`config.mk`:
```
export PLATFORM = sky130hd
export DESIGN_NAME = c_regresivo_mmss
export DESIGN_NICKNAME = d
export VERILOG_FILES = /design/src/rtl/c_regresivo_mmss.sv
export SDC_FILE = /design/constraint.sdc
export NUM_CORES = 1
export LEC_CHECK = 0
export ABC_AREA = 1
export BUFFER_PORTS_ARGS = -buffer_cell sky130_fd_sc_hd__buf_2
export CAP_MARGIN = 5
export CORE_UTILIZATION = 45
export CTS_CLUSTER_SIZE = 8
export DETAILED_ROUTE_END_ITERATION = 10
export GPL_TIMING_DRIVEN = 0
export PLACE_DENSITY = 0.74
export SYNTH_ARGS = -nofsm -noshare
export SYNTH_HDL_FRONTEND = slang
export SYNTH_SLANG_ARGS = --single-unit
```
`constraint.sdc`:
```
create_clock -name clk -period 1.34 [get_ports clk]
set_input_delay 0.067 -clock clk [delete_from_list [all_inputs] [get_ports clk]]
set_output_delay 0.067 -clock clk [all_outputs]
set_load 0.02 [all_outputs]
```
`src/rtl/c_regresivo_mmss.sv`:
```
// c_regresivo_mmss -- MM:SS BCD countdown timer.
//
// Four BCD digits (min_d:min_u:seg_d:seg_u) count down one second per
// `tick` pulse while in RUN. A borrow ripples seg_u (mod 10) -> seg_d
// (mod 6) -> min_u (mod 10) -> min_d. Reaching 00:00 enters DONE and
// pulses `fin` for one cycle.
//
// All state updates happen on the falling edge of clk. `rst` is
// synchronous and active-high.
//
// Ports:
//   clk, rst                 clock (falling edge active), sync reset
//   tick                     1 Hz enable, one clk cycle wide
//   load                     copy carga_* (clamped) into the counter, go IDLE
//   start / stop             run / pause commands
//   carga_{min,seg}_{d,u}    preset digits
//   min_d, min_u, seg_d, seg_u  current digits
//   corriendo                registered state==RUN
//   fin                      one-cycle pulse on entering DONE
//   alarma                   held expiry flag
//
// Optional feature macro: REGRESIVO_ALARMA_EN
//   defined   -> alarma sets on entering DONE, cleared by load/rst or by a
//                start issued in DONE (acknowledge).
//   undefined -> alarma tied to 0.
module c_regresivo_mmss (
  input  logic       clk,
  input  logic       rst,
  input  logic       tick,
  input  logic       load,
  input  logic       start,
  input  logic       stop,
  input  logic [3:0] carga_min_d,
  input  logic [3:0] carga_min_u,
  input  logic [3:0] carga_seg_d,
  input  logic [3:0] carga_seg_u,
  output logic [3:0] min_d,
  output logic [3:0] min_u,
  output logic [3:0] seg_d,
  output logic [3:0] seg_u,
  output logic       corriendo,
  output logic       fin,
  output logic       alarma
);

  typedef enum logic [1:0] {IDLE, RUN, PAUSE, DONE} state_e;

  state_e     state_q, state_d;
  logic [3:0] md_q, md_d, mu_q, mu_d, sd_q, sd_d, su_q, su_d;
  logic       corriendo_q, corriendo_d;
  logic       fin_q, fin_d;
  logic       alarma_q, alarma_d;

  // Decremented value, borrow chain from seconds units upward.
  logic [3:0] md_dec, mu_dec, sd_dec, su_dec;
  logic       b_su, b_sd, b_mu;
  logic       dec_zero, cur_zero;

  always_comb begin
    b_su   = (su_q == 4'd0);
    su_dec = b_su ? 4'd9 : su_q - 4'd1;
    b_sd   = b_su && (sd_q == 4'd0);
    sd_dec = b_su ? ((sd_q == 4'd0) ? 4'd5 : sd_q - 4'd1) : sd_q;
    b_mu   = b_sd && (mu_q == 4'd0);
    mu_dec = b_sd ? ((mu_q == 4'd0) ? 4'd9 : mu_q - 4'd1) : mu_q;
    // RUN guarantees a nonzero value, so min_d never underflows here.
    md_dec = b_mu ? md_q - 4'd1 : md_q;
    dec_zero = ({md_dec, mu_dec, sd_dec, su_dec} == 16'h0000);
    cur_zero = ({md_q, mu_q, sd_q, su_q} == 16'h0000);
  end

  always_comb begin
    state_d  = state_q;
    md_d     = md_q;
    mu_d     = mu_q;
    sd_d     = sd_q;
    su_d     = su_q;
    fin_d    = 1'b0;
    alarma_d = alarma_q;

    // Priority: load > stop > start > tick. A command that wins the edge
    // consumes it, so a coincident tick is never counted.
    if (load) begin
      md_d     = (carga_min_d > 4'd5) ? 4'd5 : carga_min_d;
      mu_d     = (carga_min_u > 4'd9) ? 4'd9 : carga_min_u;
      sd_d     = (carga_seg_d > 4'd5) ? 4'd5 : carga_seg_d;
      su_d     = (carga_seg_u > 4'd9) ? 4'd9 : carga_seg_u;
      state_d  = IDLE;
      alarma_d = 1'b0;
    end else if (stop) begin
      if (state_q == RUN) state_d = PAUSE;
    end else if (start) begin
      if ((state_q == IDLE || state_q == PAUSE) && !cur_zero)
        state_d = RUN;
`ifdef REGRESIVO_ALARMA_EN
      else if (state_q == DONE && alarma_q)
        alarma_d = 1'b0;
`endif
    end else if (tick && state_q == RUN) begin
      md_d = md_dec;
      mu_d = mu_dec;
      sd_d = sd_dec;
      su_d = su_dec;
      if (dec_zero) begin
        state_d = DONE;
        fin_d   = 1'b1;
`ifdef REGRESIVO_ALARMA_EN
        alarma_d = 1'b1;
`endif
      end
    end

    corriendo_d = (state_d == RUN);
  end

  always_ff @(negedge clk) begin
    if (rst) begin
      state_q     <= IDLE;
      md_q        <= 4'd0;
      mu_q        <= 4'd0;
      sd_q        <= 4'd0;
      su_q        <= 4'd0;
      corriendo_q <= 1'b0;
      fin_q       <= 1'b0;
      alarma_q    <= 1'b0;
    end else begin
      state_q     <= state_d;
      md_q        <= md_d;
      mu_q        <= mu_d;
      sd_q        <= sd_d;
      su_q        <= su_d;
      corriendo_q <= corriendo_d;
      fin_q       <= fin_d;
      alarma_q    <= alarma_d;
    end
  end

  assign min_d     = md_q;
  assign min_u     = mu_q;
  assign seg_d     = sd_q;
  assign seg_u     = su_q;
  assign corriendo = corriendo_q;
  assign fin       = fin_q;
`ifdef REGRESIVO_ALARMA_EN
  assign alarma    = alarma_q;
`else
  assign alarma    = 1'b0;
`endif

endmodule

```
==> results of run 1 <==
per-stage QoR:
| step | setup WS, ns | cells | cell area [um2] |
|---|---|---|---|
| detailed placement | -0.579 | 279 | 1690 |
| CTS | -0.291 | 322 | 2160 |
| global route | -0.400 | 325 | 2250 |
| floorplan | -0.227 | 210 | 1460 |
| global placement | -0.568 | 279 | 1690 |
| finish | -0.322 | 325 | 2250 |
worst paths after layout:
kind	slack, ns	to	cells past startpoint	start
setup / recovery	-0.32	seg_d[3]	1	seg_d[3]
hold reg to reg	0.54	seg_d[3]	2	seg_d[3]
hold / removal	0.54	seg_d[3]	2	seg_d[3]
setup reg to reg	-0.29	corriendo	10	seg_d[3]
flip-flops by register name, summed over array words and instances (netlist names):
signal and count:
min_d 4, min_u 4, state_q 2, corriendo 1, fin 1, seg_d 4
seg_u 4
area by class of cell:
type / count / area [um2] / share of cell area, %
timing repair buffer: 61 / 527 / 23.4
clock buffer: 3 / 22.5 / 1.00
sequential: 20 / 455 / 20.2
inverter: 27 / 109 / 4.84
clock inverter: 21 / 80.1 / 3.56
buffer: 5 / 42.5 / 1.89
multi-input combinational: 157 / 976 / 43.4
tap: 31 / 38.8 / 1.72
cell usage in the layout (no fill, tap or decap), types with 2 or more instances in the layout:
| master | instances |
|---|---|
| nand2_1 | 50 |
| inv_1 | 42 |
| buf_6 | 22 |
| buf_4 | 19 |
| buf_2 | 19 |
| nand3_1 | 14 |
| nor2_1 | 13 |
| dfxtp_4 | 13 |
| nor2_4 | 10 |
| o21ai_0 | 10 |
| nand2_2 | 7 |
| a21oi_1 | 7 |
| a31oi_1 | 7 |
| o21ai_1 | 5 |
| dfxtp_2 | 5 |
| inv_2 | 3 |
| a21oi_2 | 3 |
| clkbuf_4 | 3 |
| nor2_8 | 2 |
| nand2_4 | 2 |
| nor2_2 | 2 |
| o21ai_2 | 2 |
| nand4_1 | 2 |
| buf_8 | 2 |
| nand3_2 | 2 |
| a22oi_1 | 2 |
| ha_1 | 2 |
| dfxtp_1 | 2 |
per-layer routing:
layer | part of all wire [%] | global-route usage (%) | up-vias
li1 | - | - | 869
met4 | 1.3 | 13.2 | 0
met3 | 6.7 | 8.16 | 8
met5 | 0 | 0 | -
met1 | 41 | 31.7 | 798
met2 | 52 | 44.2 | 63
where the power goes:
part | internal (mW) | switching (mW) | total [mW]
Clock | 0.187 | 0.385 | 0.573
Combinational | 0.300 | 0.367 | 0.667
Sequential | 0.619 | 0.0423 | 0.662
Total | 1.11 | 0.794 | 1.90
what timing repair did:
action	in CTS	in global routing
gates cloned	0	1
hold buffers	0	0
pin swaps	10	16
setup buffers	20	2
gates resized for setup	76	18
setup endpoints to repair	36	36
logic make-up (layout without fill, tap and decap cells):
kind of cell	count (synthesis)	count (layout)
AND/OR/NAND/NOR	110	110
flip-flops	20	20
buffers and inverters	33	117
XOR/XNOR	1	1
other	1	1
AO/OA/AOI/OAI	43	43
adder cells (fa/ha/maj)	2	2
==> results.tsv, run 1 <==
stage	metric	value	unit
synthesis	synthesized cell area	1370	um2
floorplan	num rows	19	
grt	initial antenna violation count	0	
worst_setup_path	Crit path largest cell delay	0.38	ns
place	post-DP HPWL	2.59	mm
place	IO buf count	38	
timing	Final Skew	0.0427	ns
floorplan	Starting Density	48.3	%
drt	DR WL/cell	13.6	um
synthesis	Seq/Total Area, Yosys	29.3	%
grt	GRT Overall Usage	26.8	%
synthesis	distinct cell type count after synthesis	35	
drt	vias post-DR	1738	
clocking	CTS sink cnt	20	
drt	1st-iter DRT viols	94	
worst_setup_path	startpoint types	flip-flop	
clocking	CTS clk-pin slew, worst paths	0.08	ns
synthesis	Synth Area in XOR/XNOR	0.640	%
timing	Setup TNS Final	-6.31	ns
run_status	failing checks	design-rule violations, negative setup slack	
synthesis	Synth Area in Adders	1.83	%
worst_setup_path	Buf/Inv on CP	1	
worst_setup_path	CP delay by family, top	flip-flops	
synthesis	Syn Inst Count	210	
synthesis	mux share of post-synthesis cell area	0	%
drt	Via density	5.35	
worst_setup_path	WP data arrival	1.60	ns
grt	grt ovf	0	
synthesis	async set-or-reset flop fraction in the synthesized netlist	0	%
synthesis	post-synthesis register bit count	20	
synthesis	post-synthesis simple-gate area fraction	39.7	%
drt	DRC errors left	4	
worst_setup_path	critical-path maximum fanout	4	
power_and_ir_drop	Max IR drop VDD	817	uV
floorplan	core area	2830	um2
worst_setup_path	crit path kind	reg -> out	
clocking	TritonCTS clock tree	built	
synthesis	Yosys top cell by area	dfxtp_1	
synthesis	Syn. warnings	0	
worst_setup_path	Critical Path RT	1.27	ns
final_layout	Final #Nets	319	
floorplan	die width	57.1	um
timing	hold slack	0.536	ns
timing	count of pins over their slew limit	0	
synthesis	top post-synthesis cells by area	dfxtp_1 (29%), nand2_1 (15%), inv_1 (7.4%), nor2_1 (5.5%), o21ai_0 (5.5%)	
drt	First-pass DRT Iterations	7	
final_layout	Antenna diodes	0	
floorplan	I/O Pins	41	
timing	setup violators final	36	
synthesis	main flop type after synthesis	dfxtp_1	
final_layout	fillers	194	
clocking	Max Root-Sink Buffers	2	
timing	slew margin rel.	63.6	%
grt	global-route wire length before repair	6.77	mm
synthesis	Post-Synthesis Net Count	234	
power_and_ir_drop	Pwr per Cell Area	844	nW/um2
grt	largest net degree at the start of global routing	12	
synthesis	commonest cells in the netlist	nand2_1 (54), inv_1 (27), dfxtp_1 (20), nor2_1 (20), o21ai_0 (15)	
floorplan	Total Die Area	3260	um2
run_status	run status	finished, violations left	
synthesis	Avg Synthesized Cell Area	6.51	um2
final_layout	area grow syn2layout	64.6	%
synthesis	post-synthesis compound-gate area fraction	18.8	%
floorplan	die height	57.1	um
synthesis	most frequent cell after synthesis	nand2_1	
timing	Hold Fails Final Rpt	0	
synthesis	top cell type's share of synthesized area	29.3	%
drt	Final Routed Wirelength	4.41	mm
clocking	htree depth	1	
place	Placer Congestion	0.865	
timing	final setup margin	-0.322	ns
power_and_ir_drop	Tot Pwr	1.90	mW
power_and_ir_drop	Pleak	1.09	nW
timing	actual slew at the worst max-slew pin	0.546	ns
worst_setup_path	critical path, cell by cell	buf_6	
timing	RSZ-0062 raised after global routing	yes	
clocking	total CTS buffers	3	
worst_setup_path	Critical Path Sink Type	output pin	
hold_path	Hold/Removal Path Class	reg -> reg	
worst_setup_path	CP max-delay cell	dfxtp_4	
flow_run	# Max-Cap Violations	0	
final_layout	Final Core Density	79.6	%
synthesis	EDFF count, synth	0	
drt	post-route ant nets	0	
clocking	root buffer cell	clkbuf_4	
synthesis	main combinational cell family by area after synthesis	simple AND/OR/NAND/NOR gates	
grt	number of global-route vias before repair	1573	
final_layout	layout cell share with drive strength beyond 1	43.5	%
clocking	clk_lat worst skew	0.42	ns
Note: power is estimated with default switching activity, not from simulation.
==> run 2, diff against run 1 <==
--- a/config.mk
+++ b/config.mk
@@ -13,6 +13,7 @@
 export DETAILED_ROUTE_END_ITERATION = 10
 export GPL_TIMING_DRIVEN = 0
 export PLACE_DENSITY = 0.74
+export RECOVER_POWER = 100
 export SYNTH_ARGS = -nofsm -noshare
 export SYNTH_HDL_FRONTEND = slang
 export SYNTH_SLANG_ARGS = --single-unit
==> run 2 against run 1 <==
- the flow still finishes with violations (design-rule violations, negative setup slack)
- count of clock-buffer cells in the layout stayed put
- final cell count stayed put
- sequential power about the same
- wire length shrank 0.16%
- register-to-register slack hardly changed
- critical endpoint unchanged
- highest routed layer unchanged
==> results.tsv, run 2 (same netlist as run 1, synthesis figures left out) <==
stage	metric	value	unit	change
floorplan	core area	2830	um2	unchanged
clocking	CTS clk-pin slew, worst paths	0.08	ns	about the same
clocking	Max Root-Sink Buffers	2		unchanged
run_status	run status	finished, violations left		
floorplan	die width	57.1	um	unchanged
place	Placer Congestion	0.865		unchanged
worst_setup_path	Critical Path Sink Type	output pin		
clocking	hold_buf cts	0		unchanged
final_layout	Antenna diodes	0		unchanged
worst_setup_path	critical-path maximum fanout	4		unchanged
timing	count of pins over their slew limit	0		unchanged
final_layout	Final #Nets	319		unchanged
timing	Setup TNS Final	-6.70	ns	-0.395 ns
hold_path	Hold/Removal Path Class	reg -> reg		
final_layout	register area	455	um2	unchanged
drt	post-route ant nets	0		unchanged
final_layout	Final Cell Area	2250	um2	-0.11%
drt	1st-iter DRT viols	102		+8.5%
worst_setup_path	CP max-delay cell	dfxtp_4		
drt	DR WL/cell	13.5	um	-0.16%
timing	slew margin rel.	63.8	%	+0.17 points
worst_setup_path	Crit path largest cell delay	0.38	ns	about the same
timing	final setup margin	-0.324	ns	-0.00153 ns
power_and_ir_drop	Pleak	1.09	nW	about the same
floorplan	Total Die Area	3260	um2	unchanged
place	post-DP HPWL	2.59	mm	unchanged
clocking	htree depth	1		unchanged
power_and_ir_drop	Pwr per Cell Area	847	nW/um2	+0.29%
drt	vias post-DR	1744		+0.35%
grt	initial antenna violation count	0		unchanged
worst_setup_path	crit path kind	reg -> out		
timing	actual slew at the worst max-slew pin	0.544	ns	-0.00259 ns
grt	grt ovf	0		unchanged
place	IO buf count	38		unchanged
grt	largest net degree at the start of global routing	12		unchanged
final_layout	commonest cells after routing, fill and taps aside	nand2_1 (51), inv_1 (42), buf_6 (22)		
drt	DRC errors left	4		unchanged
timing	RSZ-0062 raised after global routing	yes		
final_layout	area of the multi-input gates	973	um2	-0.26%
clocking	TritonCTS clock tree	built		
worst_setup_path	startpoint types	flip-flop		
floorplan	I/O Pins	41		unchanged
run_status	failing checks	design-rule violations, negative setup slack		
worst_setup_path	Buf/Inv on CP	1		unchanged
final_layout	fillers	195		+0.52%
final_layout	area grow syn2layout	64.4	%	
drt	Final Routed Wirelength	4.40	mm	-0.16%
floorplan	num rows	19		unchanged
final_layout	commonest non-fill, non-tap cell in the layout	nand2_1		
drt	Via density	5.37		+0.35%
worst_setup_path	WP data arrival	1.60	ns	about the same
clocking	CTS sink cnt	20		unchanged
final_layout	layout cell share with drive strength beyond 1	43.2	%	-0.34 points
timing	setup violators final	37		+2.8%
clocking	root buffer cell	clkbuf_4		
clocking	clk_lat worst skew	0.42	ns	about the same
flow_run	# Max-Cap Violations	0		unchanged
drt	First-pass DRT Iterations	7		unchanged
worst_setup_path	critical path, cell by cell	buf_6		
grt	global-route wire length before repair	6.77	mm	unchanged
worst_setup_path	Critical Path RT	1.27	ns	about the same
worst_setup_path	CP delay by family, top	flip-flops		
grt	number of global-route vias before repair	1573		unchanged
power_and_ir_drop	Max IR drop VDD	828	uV	+1.2%
floorplan	die height	57.1	um	unchanged
timing	Final Skew	0.0434	ns	+0.000683 ns
timing	Hold Fails Final Rpt	0		unchanged
clocking	total CTS buffers	3		unchanged
grt	GRT Overall Usage	26.8	%	unchanged
floorplan	Starting Density	48.3	%	unchanged
place	DP Area	1690	um2	unchanged
run 2: cell count changes in the layout (fill, tap and decap cells not counted):
cell	delta
nand2_2	-1
nand2_1	+1
run 2: final timing paths:
kind         startpoint        to  slack, ns  cells after the start
min            seg_d[3]  seg_d[3]       0.54                      2
min reg2reg    seg_d[3]  seg_d[3]       0.54                      2
max reg2reg    seg_d[3]       fin      -0.30                      9
max            seg_d[3]  seg_d[3]      -0.32                      1
run 2: layout make-up:
cell class                      instances  share of cell area [%]
Buffer                                  5                    1.89
Clock buffer                            3                    1.00
Clock inverter                         21                    3.56
Inverter                               27                    4.84
Multi-Input combinational cell        157                    43.3
Sequential cell                        20                    20.3
Tap cell                               31                    1.73
Timing Repair Buffer                   61                    23.4
run 2: power breakdown:
| part | leakage [nW] | internal (mW) | switching (mW) |
|---|---|---|---|
| registers | 0.175 | 0.619 | 0.0424 |
| clock network | 0.120 | 0.187 | 0.389 |
| logic | 0.790 | 0.300 | 0.367 |
run 2: timing repair:
action,4_1_cts,5_1_grt
buffers inserted,20,2
endpoints found under the setup margin,36,36
gates resized for setup,76,18
cloned,0,1
pin swaps,10,16
run 2: through the flow:
stage          setup WS [ns]  utilization, %  hold WS, ns  total power [mW]  instances
5_1_grt               -0.400            79.5        0.542              2.03        325
3_5_place_dp          -0.579            59.6        0.480              1.25        279
3_3_place_gp          -0.568            59.6        0.483              1.25        279
2_1_floorplan         -0.227               -        0.533              1.13        210
6_report              -0.324            79.5        0.536              1.90        325
4_1_cts               -0.291            76.3        0.505              1.83        322
run 2: layer usage:
| layer | up-vias | wire length (um) | track usage [%] |
|---|---|---|---|
| li1 | 870 | - | - |
| met1 | 799 | 1840 | 31.7 |
| met2 | 67 | 2270 | 44.2 |
| met3 | 8 | 229 | 8.16 |
| met4 | 0 | 56 | 13.2 |
| met5 | - | 0 | 0 |
==> run 3, diff against run 2 <==
==> constraint.sdc (replaced) <==
create_clock -name clk -period 1.34 [get_ports clk]
set_input_delay 0.067 -clock clk [delete_from_list [all_inputs] [get_ports clk]]
set_output_delay 0.067 -clock clk [all_outputs]
set_load 0.05 [all_outputs]
==> run 3 against run 2 <==
- the run still ends with design-rule violations, negative setup slack left
- die area unchanged
- non-clock buffer count did not move
- sequential share of layout area down 0.28 points
==> results.tsv, run 3 (same netlist as run 1, synthesis figures left out) <==
stage	metric	value	unit	change
worst_setup_path	reg2reg setup slack	-0.32	ns	-0.02 ns
final_layout	Antenna diodes	0		unchanged
timing	final setup margin	-0.320	ns	+0.00402 ns
clocking	clk_lat worst skew	0.40	ns	-0.02 ns
worst_setup_path	crit path kind	reg -> reg		
timing	Fmax	602	MHz	
drt	1st-iter DRT viols	76		-25%
floorplan	core area	2830	um2	unchanged
timing	min cycle time layout	1.66	ns	
grt	initial antenna violation count	0		unchanged
grt	global-route wire length before repair	6.96	mm	+2.9%
place	dpl cells	279		unchanged
final_layout	layout cell share with drive strength beyond 1	47.3	%	+4.1 points
worst_setup_path	worst r2r src	seg_u[2]		
hold_path	hold path cells	2		unchanged
timing	Tcrit/Tclk final	124	%	
run_status	failing checks	design-rule violations, negative setup slack		
drt	Via density	5.55		+3.4%
drt	DR WL/cell	14.2	um	+5.1%
drt	First-pass DRT Iterations	7		unchanged
floorplan	num rows	19		unchanged
floorplan	die height	57.1	um	unchanged
timing	Final Skew	0.0277	ns	-0.0157 ns
worst_setup_path	CP max-delay cell	dfxtp_4		
drt	vias post-DR	1803		+3.4%
floorplan	die width	57.1	um	unchanged
grt	GRT Overall Usage	27.2	%	+0.41 points
worst_setup_path	startpoint types	flip-flop		
worst_setup_path	Crit path largest cell delay	0.36	ns	-0.02 ns
clocking	CTS clk-pin slew, worst paths	0.06	ns	-0.02 ns
floorplan	Starting Density	48.3	%	unchanged
worst_setup_path	critical-path maximum fanout	5		+1
run_status	run status	finished, violations left		
hold_path	Hold EP	min_u[0]		
timing	Setup TNS Final	-7.16	ns	-0.457 ns
final_layout	area grow syn2layout	68.5	%	
drt	Final Routed Wirelength	4.62	mm	+5.1%
power_and_ir_drop	Pleak	1.11	nW	+2.2%
timing	setup violators final	36		-2.7%
clocking	root buffer cell	clkbuf_4		
worst_setup_path	critical path, cell by cell	buf_12 -> nor2_8 -> nand2_4 -> nor2_8 -> nand2_2 -> nand2_2 -> nand2_1 -> nor2_2 -> nand3_2 -> o21ai_2 -> nand2_1 -> nor2_1		
place	post-DP HPWL	2.66	mm	+2.5%
final_layout	Final #Nets	320		+0.31%
clocking	TritonCTS clock tree	built		
worst_setup_path	Buf/Inv on CP	1		unchanged
place	Placer Congestion	0.842		-2.7%
timing	count of pins over their slew limit	0		unchanged
final_layout	fillers	185		-5.1%
grt	grt ovf	0		unchanged
timing	Hold Fails Final Rpt	0		unchanged
clocking	CTS sink cnt	20		unchanged
clocking	Max Root-Sink Buffers	2		unchanged
grt	number of global-route vias before repair	1609		+2.3%
final_layout	commonest cells after routing, fill and taps aside	nand2_1 (43), inv_1 (40), buf_4 (22)		
place	DP Worst Slack	-0.602	ns	-0.0224 ns
worst_setup_path	Critical Path Sink Type	flip-flop		
drt	DRC errors left	2		-2
worst_setup_path	R2R Path End	state_q[1]		
clocking	htree depth	1		unchanged
power_and_ir_drop	Max IR drop VDD	773	uV	-6.6%
grt	largest net degree at the start of global routing	11		-1
hold_path	hold_sp	min_u[0]		
worst_setup_path	CP delay by family, top	simple AND/OR/NAND/NOR gates		
worst_setup_path	Worst Reg-to-Reg Cells	12		+3
worst_setup_path	WP data arrival	2.66	ns	+1.06 ns
flow_run	# Max-Cap Violations	0		unchanged
timing	actual slew at the worst max-slew pin	0.528	ns	-0.0157 ns
timing	RSZ-0062 raised after global routing	yes		
clocking	hold_buf cts	0		unchanged
hold_path	Hold/Removal Path Class	reg -> reg		
clocking	total CTS buffers	3		unchanged
place	IO buf count	38		unchanged
worst_setup_path	Worst Setup SP	seg_u[2]		
floorplan	Total Die Area	3260	um2	unchanged
final_layout	commonest non-fill, non-tap cell in the layout	nand2_1		
worst_setup_path	Critical Path RT	2.34	ns	+1.07 ns
drt	post-route ant nets	0		unchanged
power_and_ir_drop	Pwr per Cell Area	862	nW/um2	+1.7%
floorplan	I/O Pins	41		unchanged
timing	slew margin rel.	64.8	%	+1.0 points
final_layout	non-filler instance count after layout	325		unchanged
## run 3: cell types whose count changed in the layout (fill, tap and decap cells not counted), sizes merged
cell | previous run | this run
nor2 | 27 | 28
clkbuf | 6 | 5
buf | 63 | 64
clkinvlp | 1 | 0
## run 3: metrics by stage
| step | total power, mW | area (um2) | hold slack, ns | utilization [%] |
|---|---|---|---|---|
| after floorplan | 1.19 | 1510 | 0.550 | - |
| after global placement | 1.32 | 1740 | 0.468 | 61.3 |
| after CTS | 1.91 | 2220 | 0.526 | 78.4 |
| final | 1.99 | 2300 | 0.527 | 81.5 |
| after detailed placement | 1.32 | 1740 | 0.466 | 61.3 |
| after global routing | 2.14 | 2300 | 0.558 | 81.5 |
## run 3: report_power, final
group          switching (mW)  internal [mW]
registers              0.0419          0.617
clock network           0.387          0.183
logic                   0.453          0.304
## run 3: what timing repair did
item	4_1_cts	5_1_grt
setup endpoints to repair	35	38
pin swaps	12	17
endpoints found under the hold margin	0	0
setup buffers	19	4
gates cloned	1	0
resized for setup	74	20
## run 3: worst max path at each step
stage               cells after the start  slack (ns)          to
floorplan                               7       -0.23    min_u[1]
global placement                        8       -0.60    seg_d[1]
CTS                                     1       -0.31    seg_u[3]
global route                           10       -0.41         fin
detailed placement                      8       -0.60    seg_d[2]
finish                                 12       -0.32  state_q[1]
## run 3: cell type report
cell class	instances	area (um2)	area share [%]
multi-input combinational	158	998	43.3
buffer	5	38.8	1.68
clock inverter	20	75.1	3.26
inverter	27	109	4.72
tap	31	38.8	1.68
timing repair buffer	61	562	24.4
sequential	20	460	20.0
clock buffer	3	22.5	0.977
## run 3: routing by layer
| layer | up-vias | GRT usage [%] | part of all wire (%) |
|---|---|---|---|
| li1 | 869 | - | - |
| met1 | 836 | 34.9 | 39 |
| met2 | 84 | 44.9 | 51 |
| met3 | 14 | 5.90 | 7.9 |
| met4 | 0 | 10.5 | 1.9 |
| met5 | - | 0 | 0 |
## run 3: worst min-delay path, cell delays in order (launching register included)
cell     delay, ns
dfxtp_4       0.35
nand2_1       0.06
a31oi_1       0.07
